[src/rtl/gh_display_pkg.sv]
// Shared display constants, lane colour table and note-slot record for the note highway.
package gh_display_pkg;

  localparam int DISP_COUNT_W = 10;

  localparam logic [11:0] COL_BLACK = 12'h000;
  localparam logic [11:0] COL_BG    = 12'h222;
  localparam logic [11:0] COL_HIT   = 12'hFFF;

  // Index 0 is the rightmost element: 0F0, F00, FF0, 00F, F80, 0FF, F0F, 888.
  localparam logic [7:0][11:0] LANE_COLOR = {12'h888, 12'hF0F, 12'h0FF, 12'hF80,
                                             12'h00F, 12'hFF0, 12'hF00, 12'h0F0};

  typedef struct packed {
    logic                    valid;
    logic [DISP_COUNT_W-1:0] y;
  } note_slot_t;

  function automatic logic [11:0] lane_color(input logic [2:0] idx);
    return LANE_COLOR[idx];
  endfunction

endpackage

[src/rtl/gh_lane_slots.sv]
// One lane of falling notes: slot storage, spawn, per-frame scroll, hit search and the
// note-pixel flag for the current beam position.
module gh_lane_slots
  import gh_display_pkg::*;
#(
  parameter int LANE_IDX    = 0,
  parameter int SLOTS       = 4,
  parameter int COUNT_W     = 10,
  parameter int V_ACTIVE    = 480,
  parameter int LANE_X0     = 160,
  parameter int LANE_W      = 64,
  parameter int NOTE_H      = 16,
  parameter int HIT_Y       = 432,
  parameter int HIT_WIN     = 16,
  parameter int SCROLL_STEP = 2
) (
  input  logic               clk,
  input  logic               rst_n,
  input  logic [COUNT_W-1:0] h_count,
  input  logic [COUNT_W-1:0] v_count,
  input  logic               frame_tick,
  input  logic               spawn_we,
  input  logic               hit_req,
  output logic               has_free,
  output logic               hit_pulse,
  output logic               miss_pulse,
  output logic               note_px
);

  localparam int XW    = COUNT_W + 1;
  localparam int IDX_W = (SLOTS > 1) ? $clog2(SLOTS) : 1;
  localparam logic [XW-1:0] X_LO   = XW'(LANE_X0 + LANE_IDX * LANE_W);
  localparam logic [XW-1:0] X_HI   = XW'(LANE_X0 + (LANE_IDX + 1) * LANE_W);
  localparam logic [XW-1:0] NOTE_X = XW'(NOTE_H);
  localparam logic [XW-1:0] WIN_LO = XW'(HIT_Y - HIT_WIN);
  localparam logic [XW-1:0] WIN_HI = XW'(HIT_Y + HIT_WIN);
  localparam logic [XW-1:0] STEP_X = XW'(SCROLL_STEP);
  localparam logic [XW-1:0] V_END  = XW'(V_ACTIVE);

  note_slot_t        slots_r [SLOTS];
  note_slot_t        slots_n [SLOTS];
  logic              free_found_s, hit_found_s, fall_s;
  logic [IDX_W-1:0]  free_idx_s, hit_idx_s;
  logic [XW-1:0]     hx_s, vx_s;

  assign hx_s     = XW'(h_count);
  assign vx_s     = XW'(v_count);
  assign has_free = free_found_s;

  function automatic logic [XW-1:0] ext_y(input note_slot_t s);
    return XW'(s.y);
  endfunction

  // Lowest free slot and lowest hit-eligible slot; descending scan lets low indices win.
  always_comb begin
    free_found_s = 1'b0;
    free_idx_s   = '0;
    hit_found_s  = 1'b0;
    hit_idx_s    = '0;
    for (int i = SLOTS - 1; i >= 0; i--) begin
      free_found_s = free_found_s | !slots_r[i].valid;
      free_idx_s   = !slots_r[i].valid ? IDX_W'(i) : free_idx_s;
      hit_found_s  = hit_found_s | (slots_r[i].valid && (ext_y(slots_r[i]) + NOTE_X > WIN_LO)
                                    && (ext_y(slots_r[i]) < WIN_HI));
      hit_idx_s    = (slots_r[i].valid && (ext_y(slots_r[i]) + NOTE_X > WIN_LO)
                      && (ext_y(slots_r[i]) < WIN_HI)) ? IDX_W'(i) : hit_idx_s;
    end
  end

  // Hit is judged on pre-scroll y; a slot being spawned is empty, so the cases never overlap.
  always_comb begin
    fall_s = 1'b0;
    for (int i = 0; i < SLOTS; i++) begin
      slots_n[i] = slots_r[i];
      if (hit_req && hit_found_s && (hit_idx_s == IDX_W'(i))) begin
        slots_n[i].valid = 1'b0;
      end else if (frame_tick && slots_r[i].valid) begin
        if (ext_y(slots_r[i]) + STEP_X >= V_END) begin
          slots_n[i].valid = 1'b0;
          fall_s           = 1'b1;
        end else begin
          slots_n[i].y = DISP_COUNT_W'(ext_y(slots_r[i]) + STEP_X);
        end
      end else if (spawn_we && free_found_s && (free_idx_s == IDX_W'(i))) begin
        slots_n[i].valid = 1'b1;
        slots_n[i].y     = '0;
      end else begin
        slots_n[i] = slots_r[i];
      end
    end
  end

  // Note pixel flag for the current beam position.
  always_comb begin
    note_px = 1'b0;
    for (int i = 0; i < SLOTS; i++) begin
      note_px = note_px | (slots_r[i].valid && (vx_s >= ext_y(slots_r[i]))
                           && (vx_s < ext_y(slots_r[i]) + NOTE_X));
    end
    note_px = note_px && (hx_s >= X_LO) && (hx_s < X_HI);
  end

  // Slot state and per-lane judgement pulses.
  always_ff @(posedge clk or negedge rst_n) begin
    if (!rst_n) begin
      for (int i = 0; i < SLOTS; i++) begin
        slots_r[i] <= '0;
      end
      hit_pulse  <= 1'b0;
      miss_pulse <= 1'b0;
    end else begin
      for (int i = 0; i < SLOTS; i++) begin
        slots_r[i] <= slots_n[i];
      end
      hit_pulse  <= hit_req && hit_found_s;
      miss_pulse <= fall_s || (hit_req && !hit_found_s);
    end
  end

endmodule

[src/rtl/gh_lane_renderer.sv]
// Note-highway renderer: frame tick, button edge detect, lane instances and registered RGB mux.
// Optional hit-band flash per lane is enabled by defining HIT_FLASH_EN.
module gh_lane_renderer
  import gh_display_pkg::*;
#(
  parameter int LANES        = 5,
  parameter int SLOTS        = 4,
  parameter int COUNT_W      = 10,
  parameter int H_ACTIVE     = 640,
  parameter int V_ACTIVE     = 480,
  parameter int LANE_X0      = 160,
  parameter int LANE_W       = 64,
  parameter int NOTE_H       = 16,
  parameter int HIT_Y        = 432,
  parameter int HIT_WIN      = 16,
  parameter int SCROLL_STEP  = 2,
  parameter int FLASH_FRAMES = 8
) (
  input  logic                     clk,
  input  logic                     rst_n,
  input  logic [COUNT_W-1:0]       h_count,
  input  logic [COUNT_W-1:0]       v_count,
  input  logic                     spawn_valid,
  input  logic [$clog2(LANES)-1:0] spawn_lane,
  output logic                     spawn_ready,
  input  logic [LANES-1:0]         hit_btn,
  output logic [LANES-1:0]         hit_pulse,
  output logic [LANES-1:0]         miss_pulse,
  output logic                     frame_tick,
  output logic [11:0]              rgb
);

  localparam int XW      = COUNT_W + 1;
  localparam int LIDX_W  = $clog2(LANES);
  localparam int PAD_W   = 1 << LIDX_W;
  localparam int FLASH_W = $clog2(FLASH_FRAMES + 1);
  localparam logic [XW-1:0] H_END   = XW'(H_ACTIVE);
  localparam logic [XW-1:0] V_END   = XW'(V_ACTIVE);
  localparam logic [XW-1:0] LX_LO   = XW'(LANE_X0);
  localparam logic [XW-1:0] LX_HI   = XW'(LANE_X0 + LANES * LANE_W);
  localparam logic [XW-1:0] BAND_LO = XW'(HIT_Y);
  localparam logic [XW-1:0] BAND_HI = XW'(HIT_Y + 2);

  logic [LANES-1:0]              btn_prev_r, hit_req_s, has_free_s, note_px_s, flash_on_s;
  logic [PAD_W-1:0]              free_pad_s;
  logic [LANES-1:0][FLASH_W-1:0] flash_r;
  logic [XW-1:0]                 hx_s, vx_s;
  logic                          in_lanes_s, in_band_s;
  logic [11:0]                   note_col_s, band_col_s, rgb_n_s;

  assign hx_s        = XW'(h_count);
  assign vx_s        = XW'(v_count);
  assign hit_req_s   = hit_btn & ~btn_prev_r;
  assign free_pad_s  = PAD_W'(has_free_s);
  assign spawn_ready = (32'(spawn_lane) < LANES) && free_pad_s[spawn_lane];

  for (genvar l = 0; l < LANES; l++) begin : g_lane
    gh_lane_slots #(
      .LANE_IDX(l), .SLOTS(SLOTS), .COUNT_W(COUNT_W), .V_ACTIVE(V_ACTIVE),
      .LANE_X0(LANE_X0), .LANE_W(LANE_W), .NOTE_H(NOTE_H), .HIT_Y(HIT_Y),
      .HIT_WIN(HIT_WIN), .SCROLL_STEP(SCROLL_STEP)
    ) u_slots (
      .clk        (clk),
      .rst_n      (rst_n),
      .h_count    (h_count),
      .v_count    (v_count),
      .frame_tick (frame_tick),
      .spawn_we   (spawn_valid && spawn_ready && (32'(spawn_lane) == l)),
      .hit_req    (hit_req_s[l]),
      .has_free   (has_free_s[l]),
      .hit_pulse  (hit_pulse[l]),
      .miss_pulse (miss_pulse[l]),
      .note_px    (note_px_s[l])
    );
    assign flash_on_s[l] = |flash_r[l];
  end

`ifdef HIT_FLASH_EN
  // Per-lane flash countdown: reload on a hit, count down once per frame.
  always_ff @(posedge clk or negedge rst_n) begin
    if (!rst_n) begin
      flash_r <= '0;
    end else begin
      for (int l = 0; l < LANES; l++) begin
        if (hit_pulse[l]) begin
          flash_r[l] <= FLASH_W'(FLASH_FRAMES);
        end else if (frame_tick && (flash_r[l] != '0)) begin
          flash_r[l] <= flash_r[l] - FLASH_W'(1);
        end else begin
          flash_r[l] <= flash_r[l];
        end
      end
    end
  end
`else
  assign flash_r = '0;
`endif

  // Pixel colour: outside active area, then notes, then hit band, then lane background.
  always_comb begin
    in_lanes_s = (hx_s >= LX_LO) && (hx_s < LX_HI);
    in_band_s  = (vx_s >= BAND_LO) && (vx_s < BAND_HI);
    note_col_s = COL_BLACK;
    band_col_s = COL_HIT;
    for (int l = 0; l < LANES; l++) begin
      note_col_s = note_px_s[l] ? lane_color(3'(l)) : note_col_s;
      band_col_s = (flash_on_s[l] && (hx_s >= XW'(LANE_X0 + l * LANE_W))
                    && (hx_s < XW'(LANE_X0 + (l + 1) * LANE_W))) ? lane_color(3'(l)) : band_col_s;
    end
    if (!((hx_s < H_END) && (vx_s < V_END))) begin
      rgb_n_s = COL_BLACK;
    end else if (|note_px_s) begin
      rgb_n_s = note_col_s;
    end else if (in_band_s && in_lanes_s) begin
      rgb_n_s = band_col_s;
    end else if (in_lanes_s) begin
      rgb_n_s = COL_BG;
    end else begin
      rgb_n_s = COL_BLACK;
    end
  end

  // Frame tick, button history and the pixel output register.
  always_ff @(posedge clk or negedge rst_n) begin
    if (!rst_n) begin
      frame_tick <= 1'b0;
      btn_prev_r <= '0;
      rgb        <= COL_BLACK;
    end else begin
      frame_tick <= (h_count == '0) && (v_count == COUNT_W'(V_ACTIVE));
      btn_prev_r <= hit_btn;
      rgb        <= rgb_n_s;
    end
  end

endmodule

[config.mk]
export PLATFORM = sky130hd
export DESIGN_NAME = gh_lane_renderer
export DESIGN_NICKNAME = d
export VERILOG_FILES = /design/src/rtl/gh_display_pkg.sv /design/src/rtl/gh_lane_slots.sv /design/src/rtl/gh_lane_renderer.sv
export SDC_FILE = /design/constraint.sdc
export NUM_CORES = 1
export LEC_CHECK = 0
export ABC_AREA = 1
export CELL_PAD_IN_SITES_DETAIL_PLACEMENT = 1
export CELL_PAD_IN_SITES_GLOBAL_PLACEMENT = 2
export CORE_UTILIZATION = 40
export DETAILED_ROUTE_END_ITERATION = 12
export PLACE_DENSITY = 0.91
export SLEW_MARGIN = 20
export SYNTH_ARGS = -nofsm -noshare
export SYNTH_HDL_FRONTEND = slang
export SYNTH_SLANG_ARGS = --single-unit
[constraint.sdc]
create_clock -name clk -period 3.7 [get_ports clk]
set_input_delay 0.74 -clock clk [delete_from_list [all_inputs] [get_ports clk]]
set_output_delay 0.74 -clock clk [all_outputs]
set_load 0.02 [all_outputs]
==> flow_metrics.env, run 1 <==
export IMPL_gp_congestion=0.883
export IMPL_dr_first_iter_drc_count=959
export IMPL_grt_pass1_wl_mm=123
export IMPL_finalCritPeriodShare=0.913
export IMPL_worst_hold_path_type="input port to asynchronous set/reset pin"
export IMPL_cp_arrival_ps=2640
export IMPL_synthArstFlopShare=1.00
export IMPL_finalClockSkew_ps=17.8
export IMPL_max_slew_worst_pin_slew_ps=733
export IMPL_ys_types=65
export IMPL_diodes=0
export IMPL_post_cts_resized=0
export IMPL_slew_viol_final=0
export IMPL_path_cells="nand2_1 > nor2_1 > a21oi_1 > nand4_1 > nand2_1 > clkdlybuf4s50_1"
export IMPL_clock_fmax_mhz=296
export IMPL_cts_max_path_buffers=3
export IMPL_cts_setup_buffers=0
export IMPL_place_worst_setup_slack_ps=247
export IMPL_fin_nets=3861
export IMPL_ys_flop_type="dfrtp_1"
export IMPL_ys_ff_latch=223
export IMPL_cp_start_kind="flip-flop"
export IMPL_via_count=22600
export IMPL_p_leak_uw=0.0138
export IMPL_finalCriticalPeriod_ps=3380
export IMPL_grt_start_max_net_pins=71
export IMPL_cts_tree="built"
export IMPL_setup_reg_to_reg_worst_slack_ps=570
export IMPL_cpMostUsedCell="nand2_1"
export IMPL_slowest_delay_ps=550
export IMPL_port_buffer_count=54
export IMPL_hpwl_mm=57.5
export IMPL_dieHeight_um=246
export IMPL_wirelength_mm=74.2
export IMPL_numCtsBuffers=31
export IMPL_rsz0062_at_grt="no"
export IMPL_hold_viol_final=0
export IMPL_fin_util=0.448
export IMPL_num_rows=89
export IMPL_fin_setup_tns_ps=0
export IMPL_path_clk_slew_ps=60
export IMPL_reg2reg_to="rgb[6]"
export IMPL_synth_enable_flop_cells=0
export IMPL_final_antenna_net_count=0
export IMPL_postCtsHoldBufs=0
export IMPL_drive_above_1_share=0.0742
export IMPL_dieWidth_um=246
export IMPL_gr_total_overflow=0
export IMPL_status="completed"
export IMPL_seq_area_frac_synth=0.234
export IMPL_grt_total_usage=0.249
export IMPL_p_per_area_nw_per_um2=443
export IMPL_max_cap_violations=0
export IMPL_avgSynthCellArea_um2=7.00
export IMPL_end_kind="output port"
export IMPL_synth_nets=3800
export IMPL_required_ps=2960
export IMPL_clock_root_buffer="clkbuf_16"
export IMPL_rr_worst_depth=16
export IMPL_clock_sinks=223
export IMPL_cp_max_fo=6
export IMPL_syn_to_final_growth_pct=10.7
export IMPL_clock_latency_ps=600
export IMPL_dr_pass1_iters=4
export IMPL_syn_area_um2=23900
export IMPL_peakVddDrop_v=0.000439
export IMPL_htreeDepth=1
export IMPL_drc_errors=0
export IMPL_setup_viol=0
export IMPL_pin_count=55
export IMPL_cpLargestDelayFamily="simple AND/OR/NAND/NOR gates"
export IMPL_worstSetupPathType="flip-flop to output port"
export IMPL_die_area_um2=60600
export IMPL_antenna_found_initial=2
export IMPL_syn_inst=3408
export IMPL_slowest_stage="nor2_1"
export IMPL_cp_num_buf_inv=1
export IMPL_coreArea_um2=59000
export IMPL_yosys_warnings=0
export IMPL_fin_ws_ps=323
export IMPL_wl_per_cell_um=17.4
export IMPL_vias_per_cell=5.30
export IMPL_initial_core_util=0.404
export IMPL_first_global_vias=24300
export IMPL_relSlewSlack=0.511
export IMPL_r2r_start="g_lane[3].u_slots.slots_r[37]"
-- worst register-to-register path, cell delays in order (launching register included) --
cell and delay, ps:
dfrtp_1 530, ha_1 320, nand3_1 150, xor2_1 310, ha_1 310, a21oi_1 130
nand3b_1 120, nand2_1 60, nor2_1 100, nand3b_1 160, nand4_1 240, nand2_1 120
nand2_1 130, inv_1 60, nand3_1 70, nand2_1 110, nor2_1 140
-- layer usage --
layer  vias to the layer above  track usage  share of wire
li1                      11200            -              -
met4                         0       0.0652          0.024
met5                         -            0              0
met2                       225        0.435           0.48
met1                     11000        0.323           0.47
met3                       106       0.0255          0.029
-- kinds of logic (layout without fill, tap and decap cells) --
logic type | count (synthesis) | count (layout) | share of synthesized area
buf+inv | 542 | 625 | 0.0927
compound gates | 467 | 467 | 0.118
xor+xnor | 158 | 158 | 0.0580
flops | 223 | 223 | 0.234
simple gates | 1656 | 1656 | 0.308
fa+ha+maj | 361 | 361 | 0.189
mux | 1 | 1 | 0.000420
-- report_power, final --
part,internal (uW),switching (uW)
clock network,2130,1270
registers,2820,594
logic,1840,3040
-- state kept, by name (all words and copies together) (netlist names) --
register,cells
g_lane.u_slots.slots_r,200
rgb,7
frame_tick,1
btn_prev_r,5
g_lane.u_slots.hit_pulse,5
g_lane.u_slots.miss_pulse,5
-- synth_stat cells (11+ instances only) --
| master | number | area (um^2) |
|---|---|---|
| inv_2 | 18 | 67.6 |
| dfrtp_1 | 223 | 5580 |
| nor3_1 | 36 | 180 |
| a31oi_1 | 15 | 93.8 |
| nand2_1 | 812 | 3050 |
| nor2_1 | 346 | 1300 |
| buf_2 | 17 | 85.1 |
| nand3b_1 | 40 | 300 |
| xnor2_1 | 13 | 114 |
| a21oi_1 | 140 | 701 |
| o21ai_2 | 36 | 315 |
| o21bai_1 | 12 | 90.1 |
| o22ai_1 | 13 | 81.3 |
| nand2_2 | 25 | 156 |
| or2_2 | 25 | 156 |
| o21ai_1 | 65 | 325 |
| o21ai_0 | 101 | 505 |
| buf_4 | 25 | 188 |
| nand3_1 | 255 | 1280 |
| a21o_1 | 29 | 218 |
| nand3_2 | 11 | 110 |
| ha_1 | 361 | 4520 |
| nor2_2 | 13 | 81.3 |
| xor2_1 | 145 | 1270 |
| nand4_1 | 43 | 269 |
| inv_1 | 463 | 1740 |
-- through the flow --
step / power (uW) / instance area (um^2) / cells / hold slack [ps]
final: 11700 / 26400 / 4264 / 125
after global routing: 12700 / 26400 / 4264 / 146
after CTS: 11800 / 26400 / 4264 / 131
after detailed placement: 8330 / 25300 / 4209 / 437
after global placement: 8040 / 25300 / 4209 / 431
after floorplan: 6790 / 23900 / 3408 / 404
-- worst max path at each step --
stage,start,endpoint,cells after the start
after floorplan,spawn_lane[1],g_lane[0].u_slots.slots_r[18],13
after global placement,v_count[4],rgb[6],18
after detailed placement,v_count[4],rgb[6],18
after CTS,g_lane[0].u_slots.slots_r[10],spawn_ready,6
after global routing,g_lane[0].u_slots.slots_r[10],spawn_ready,6
final,g_lane[0].u_slots.slots_r[10],spawn_ready,6
-- area by class of cell --
| cell class | instances | area, um^2 |
|---|---|---|
| sequential | 223 | 5580 |
| fill | 7628 | 32600 |
| timing repair buffer | 85 | 858 |
| clock buffer | 41 | 873 |
| tap | 773 | 967 |
| multi-input combinational | 2643 | 16100 |
| inverter | 485 | 1820 |
| clock inverter | 14 | 251 |
-- layout by cell type (no fill, tap or decap), types with 29 or more instances in the layout --
master / instances
clkbuf_16: 31
o21ai_2: 36
o21ai_0: 101
nor3_1: 36
nor2_1: 346
a21o_1: 29
nand3_1: 255
xor2_1: 145
inv_1: 463
a21oi_1: 140
o21ai_1: 65
ha_1: 361
dfrtp_1: 222
clkdlybuf4s50_1: 44
nand3b_1: 40
nand2_1: 812
nand4_1: 43
(Power assumes the default switching activity.)
==> run 2, diff against run 1 <==
--- a/config.mk
+++ b/config.mk
@@ -8,9 +8,9 @@
 export ABC_AREA = 1
 export CELL_PAD_IN_SITES_DETAIL_PLACEMENT = 1
 export CELL_PAD_IN_SITES_GLOBAL_PLACEMENT = 2
-export CORE_UTILIZATION = 40
+export CORE_UTILIZATION = 35
 export DETAILED_ROUTE_END_ITERATION = 12
-export PLACE_DENSITY = 0.91
+export PLACE_DENSITY = 0.82
 export SLEW_MARGIN = 20
 export SYNTH_ARGS = -nofsm -noshare
 export SYNTH_HDL_FRONTEND = slang
==> flow_metrics.env, run 2 (synthesis gave the netlist of run 1 again) <==
export IMPL_slowest_stage="clkdlybuf4s50_1"
export IMPL_cp_num_buf_inv=3
export IMPL_dr_pass1_iters=5
export IMPL_htreeDepth=1
export IMPL_layout_common_cells="812 x nand2_1, 463 x inv_1, 361 x ha_1"
export IMPL_dieWidth_um=263
export IMPL_rsz0062_at_grt="no"
export IMPL_hold_viol_final=0
export IMPL_clock_sinks=223
export IMPL_gr_total_overflow=0
export IMPL_use_met3=0.0189
export IMPL_grt_total_usage=0.211
export IMPL_relSlewSlack=0.435
export IMPL_max_cap_violations=0
export IMPL_use_met1=0.296
export IMPL_cts_setup_buffers=0
export IMPL_postCtsHoldBufs=0
export IMPL_hpwl_mm=55.4
export IMPL_gp_congestion=0.816
export IMPL_p_per_area_nw_per_um2=425
export IMPL_numCtsBuffers=31
export IMPL_max_slew_worst_pin_slew_ps=840
export IMPL_grt_met2_usage=0.350
export IMPL_status="completed"
export IMPL_required_ps=2960
export IMPL_diodes=0
export IMPL_finalCriticalPeriod_ps=3450
export IMPL_grt_start_max_net_pins=72
export IMPL_cp_max_fo=5
export IMPL_fin_nets=3854
export IMPL_largest_register_ffs=200
export IMPL_drive_above_1_share=0.0715
export IMPL_slowest_delay_ps=640
export IMPL_fin_util=0.392
export IMPL_pin_count=55
export IMPL_dieHeight_um=263
export IMPL_port_buffer_count=54
export IMPL_worstSetupPathType="input port to output port"
export IMPL_cp_start_kind="input port"
export IMPL_final_common_cell="nand2_1"
export IMPL_setup_viol=0
export IMPL_via_count=21800
export IMPL_wirelength_mm=71.9
export IMPL_final_antenna_net_count=0
export IMPL_dr_first_iter_drc_count=843
export IMPL_end_kind="output port"
export IMPL_grt_pass1_wl_mm=120
export IMPL_clock_root_buffer="clkbuf_16"
export IMPL_cts_max_path_buffers=3
export IMPL_die_area_um2=69200
export IMPL_p_leak_uw=0.0137
export IMPL_top_usage_layer="met2"
export IMPL_drc_errors=0
export IMPL_reg_top3="g_lane.u_slots.slots_r x200, rgb x7"
export IMPL_antenna_found_initial=0
export IMPL_first_global_vias=22600
export IMPL_worst_hold_path_type="input port to asynchronous set/reset pin"
export IMPL_clock_fmax_mhz=290
export IMPL_fin_setup_tns_ps=0
export IMPL_syn_to_final_growth_pct=10.6
export IMPL_cpLargestDelayFamily="buffers and inverters"
export IMPL_path_cells="clkdlybuf4s50_1 > nor2_1 > nand2_1 > nor2_1 > inv_1 > nand2_1 > clkdlybuf4s50_1"
export IMPL_cts_tree="built"
export IMPL_finalClockSkew_ps=19.1
export IMPL_slew_viol_final=0
export IMPL_clock_latency_ps=600
export IMPL_top_register="g_lane.u_slots.slots_r"
export IMPL_coreArea_um2=67300
export IMPL_vias_per_cell=5.01
export IMPL_wl_per_cell_um=16.5
export IMPL_cp_arrival_ps=2710
export IMPL_post_cts_resized=0
export IMPL_peakVddDrop_v=0.000216
export IMPL_initial_core_util=0.355
export IMPL_path_clk_slew_ps=50
export IMPL_num_rows=95
export IMPL_finalCritPeriodShare=0.933
run 2: cell types whose count changed in the layout (fill, tap and decap cells not counted):
cell,before,now
buf_12,10,12
buf_4,21,12
bufinv_16,7,3
clkbuf_8,6,5
clkinv_2,5,7
clkinvlp_4,1,2
inv_6,1,0
run 2: worst register-to-register path: cells and delay by family, from the launching register on:
| family | cells | cell delay [ps] |
|---|---|---|
| XOR/XNOR | 1 | 180 |
| flip-flops | 1 | 530 |
| adder cells (fa/ha/maj) | 1 | 300 |
| buffers and inverters | 2 | 150 |
| AND/OR/NAND/NOR | 13 | 1730 |
run 2: path summary, 6_finish.rpt:
path                                         startpoint                       endpoint  slack (ps)  cells after the start
hold reg to reg                           btn_prev_r[4]    g_lane[4].u_slots.hit_pulse         440                      1
setup reg to reg           g_lane[1].u_slots.slots_r[6]                         rgb[6]         720                     17
max in group asynchronous                         rst_n  g_lane[1].u_slots.slots_r[12]        2720                      2
setup / recovery                          spawn_lane[1]                    spawn_ready         250                      7
min in group clk                          btn_prev_r[4]    g_lane[4].u_slots.hit_pulse         440                      1
hold / removal                                    rst_n  g_lane[3].u_slots.slots_r[28]         150                      1
run 2: final cells by class:
cell class	count	area, um^2
fillers	8622	40900
multi-input cells	2643	16100
flip-flops and latches	223	5580
inverters	485	1820
well taps	873	1090
clock buffers	40	860
repair buffers	78	831
clock inverters	12	140
run 2: routing by layer:
layer	wire [um]	up-vias
met5	0	-
met4	1670	0
met3	1580	75
met2	32100	178
met1	36500	10300
li1	-	11200
run 2: power breakdown:
part | internal, uW | switching (uW)
sequential | 2820 | 583
clock | 1820 | 1230
combinational | 1820 | 2930
run 2: through the flow:
stage | std cells | hold WS (ps) | power [uW] | setup WS [ps] | cell area, um^2
5_1_grt | 4354 | 162 | 12300 | 82.2 | 26400
4_1_cts | 4354 | 133 | 11400 | 235 | 26400
2_1_floorplan | 3408 | 404 | 6790 | 1310 | 23900
3_3_place_gp | 4302 | 426 | 8130 | 272 | 25400
3_5_place_dp | 4302 | 442 | 8230 | 262 | 25400
6_report | 4354 | 147 | 11200 | 247 | 26400
==> run 3, diff against run 2 <==
--- a/config.mk
+++ b/config.mk
@@ -6,8 +6,10 @@
 export NUM_CORES = 1
 export LEC_CHECK = 0
 export ABC_AREA = 1
+export ABC_CLOCK_PERIOD_IN_PS = 3700
 export CELL_PAD_IN_SITES_DETAIL_PLACEMENT = 1
 export CELL_PAD_IN_SITES_GLOBAL_PLACEMENT = 2
+export CORE_ASPECT_RATIO = 1.25
 export CORE_UTILIZATION = 35
 export DETAILED_ROUTE_END_ITERATION = 12
 export PLACE_DENSITY = 0.82
==> flow_metrics.env, run 3 (synthesis gave the netlist of run 1 again) <==
export IMPL_postCtsHoldBufs=0
export IMPL_p_comb_frac=0.410
export IMPL_clkPwrFrac=0.298
export IMPL_gp_congestion=0.824
export IMPL_dr_pass1_iters=4
export IMPL_vias_per_cell=5.08
export IMPL_total_power_uw=11700
export IMPL_first_global_vias=23000
export IMPL_cpMostUsedCell="nand2_1"
export IMPL_grt_total_usage=0.217
export IMPL_syn_to_final_growth_pct=11.5
export IMPL_swShare=0.412
export IMPL_dr_first_iter_drc_count=691
export IMPL_coreArea_um2=67100
export IMPL_worstSetupPathType="flip-flop to output port"
export IMPL_hold_viol_final=0
export IMPL_switchingPower_uw=4810
export IMPL_rsz0062_at_grt="no"
export IMPL_dieHeight_um=294
export IMPL_final_common_cell="nand2_1"
export IMPL_place_worst_setup_slack_ps=470
export IMPL_fin_setup_tns_ps=0
export IMPL_clock_fmax_mhz=301
export IMPL_fin_ws_ps=377
export IMPL_worst_hold_path_type="input port to asynchronous set/reset pin"
export IMPL_gr_total_overflow=0
export IMPL_post_cts_resized=0
export IMPL_hpwl_mm=57.2
export IMPL_die_area_um2=69200
export IMPL_num_rows=106
export IMPL_setup_reg_to_reg_worst_slack_ps=770
export IMPL_status="completed"
export IMPL_p_per_area_nw_per_um2=439
export IMPL_initial_core_util=0.355
export IMPL_pwr_share_seq=0.292
export IMPL_path_cells="nand2_1 > nor2_1 > nand3_1 > nand4_1 > nand2_1 > clkdlybuf4s50_1"
export IMPL_end_kind="output port"
export IMPL_peakVddDrop_v=0.000403
export IMPL_slowest_delay_ps=550
export IMPL_fillers=8535
export IMPL_numCtsBuffers=31
export IMPL_final_antenna_net_count=0
export IMPL_slew_viol_final=0
export IMPL_top_register="g_lane.u_slots.slots_r"
export IMPL_placed_area_um2=25400
export IMPL_wl_per_cell_um=16.9
export IMPL_cts_max_path_buffers=3
export IMPL_path_clk_slew_ps=60
export IMPL_r2r_start="g_lane[3].u_slots.slots_r[15]"
export IMPL_clock_root_buffer="clkbuf_16"
export IMPL_grt_start_max_net_pins=81
export IMPL_cp_num_buf_inv=1
export IMPL_relSlewSlack=0.435
export IMPL_p_leak_uw=0.0138
export IMPL_cts_setup_buffers=0
export IMPL_cpLargestDelayFamily="simple AND/OR/NAND/NOR gates"
export IMPL_setup_viol=0
export IMPL_largest_register_ffs=200
export IMPL_rr_worst_depth=18
export IMPL_required_ps=2960
export IMPL_fin_nets=3862
export IMPL_drc_errors=0
export IMPL_finalCriticalPeriod_ps=3320
export IMPL_p_int_uw=6860
export IMPL_cts_tree="built"
export IMPL_cp_start_kind="flip-flop"
export IMPL_port_buffer_count=54
export IMPL_cp_arrival_ps=2580
export IMPL_dieWidth_um=236
export IMPL_htreeDepth=1
export IMPL_slowest_stage="clkdlybuf4s50_1"
export IMPL_holdWs_ps=146
export IMPL_max_slew_worst_pin_slew_ps=848
export IMPL_finalClockSkew_ps=29.0
export IMPL_layout_common_cells="812 x nand2_1, 463 x inv_1, 361 x ha_1"
export IMPL_clock_sinks=223
export IMPL_grt_pass1_wl_mm=122
export IMPL_drive_above_1_share=0.0739
export IMPL_design_area_um2=26600
export IMPL_max_cap_violations=0
export IMPL_clock_latency_ps=600
export IMPL_via_count=22100
export IMPL_wirelength_mm=73.7
export IMPL_finalCritPeriodShare=0.898
export IMPL_reg2reg_to="rgb[6]"
export IMPL_diodes=0
export IMPL_reg_top3="g_lane.u_slots.slots_r x200, rgb x7"
export IMPL_pin_count=55
export IMPL_antenna_found_initial=0
export IMPL_cp_max_fo=6
run 3: cell count changes in the layout (fill, tap and decap cells not counted):
cell	change
buf_2	-1
clkbuf_8	-2
buf_4	+9
clkinv_2	-3
clkbuf_1	+3
bufinv_16	+6
run 3: cell type report:
cell class	count	area [um^2]	area share
tap	864	1080	0.0407
timing repair buffer	86	893	0.0336
inverter	485	1820	0.0685
clock buffer	41	843	0.0317
multi-input combinational	2643	16100	0.604
sequential	223	5580	0.210
clock inverter	15	305	0.0115
run 3: how the worst max path moves through the flow:
stage / start / to / slack (ps) / depth (start not counted)
finish: g_lane[2].u_slots.slots_r[32] / spawn_ready / 380 / 6
global route: g_lane[2].u_slots.slots_r[32] / spawn_ready / 270 / 6
CTS: g_lane[2].u_slots.slots_r[32] / spawn_ready / 280 / 6
detailed placement: v_count[4] / rgb[6] / 470 / 18
global placement: v_count[7] / rgb[6] / 510 / 15
floorplan: spawn_lane[1] / g_lane[0].u_slots.slots_r[18] / 1310 / 13
run 3: per-layer routing:
metal	global-route usage	wire length (um)	up-vias
li1	-	-	11300
met1	0.270	33400	10600
met2	0.394	36500	196
met3	0.0210	1820	98
met4	0.0611	1980	0
met5	0	0	-
run 3: power groups by stage:
stage / clock, uW / combinational [uW] / sequential (uW)
after floorplan: 0 / 3550 / 3240
after global placement: 0 / 4750 / 3440
after CTS: 3600 / 4880 / 3410
after detailed placement: 0 / 4840 / 3450
after global routing: 3680 / 5570 / 3480
final: 3480 / 4790 / 3410
run 3: through the flow:
step | utilization | std cells
6_report | 0.396 | 4357
5_1_grt | 0.396 | 4357
2_1_floorplan | - | 3408
3_3_place_gp | 0.379 | 4301
3_5_place_dp | 0.379 | 4301
4_1_cts | 0.396 | 4357
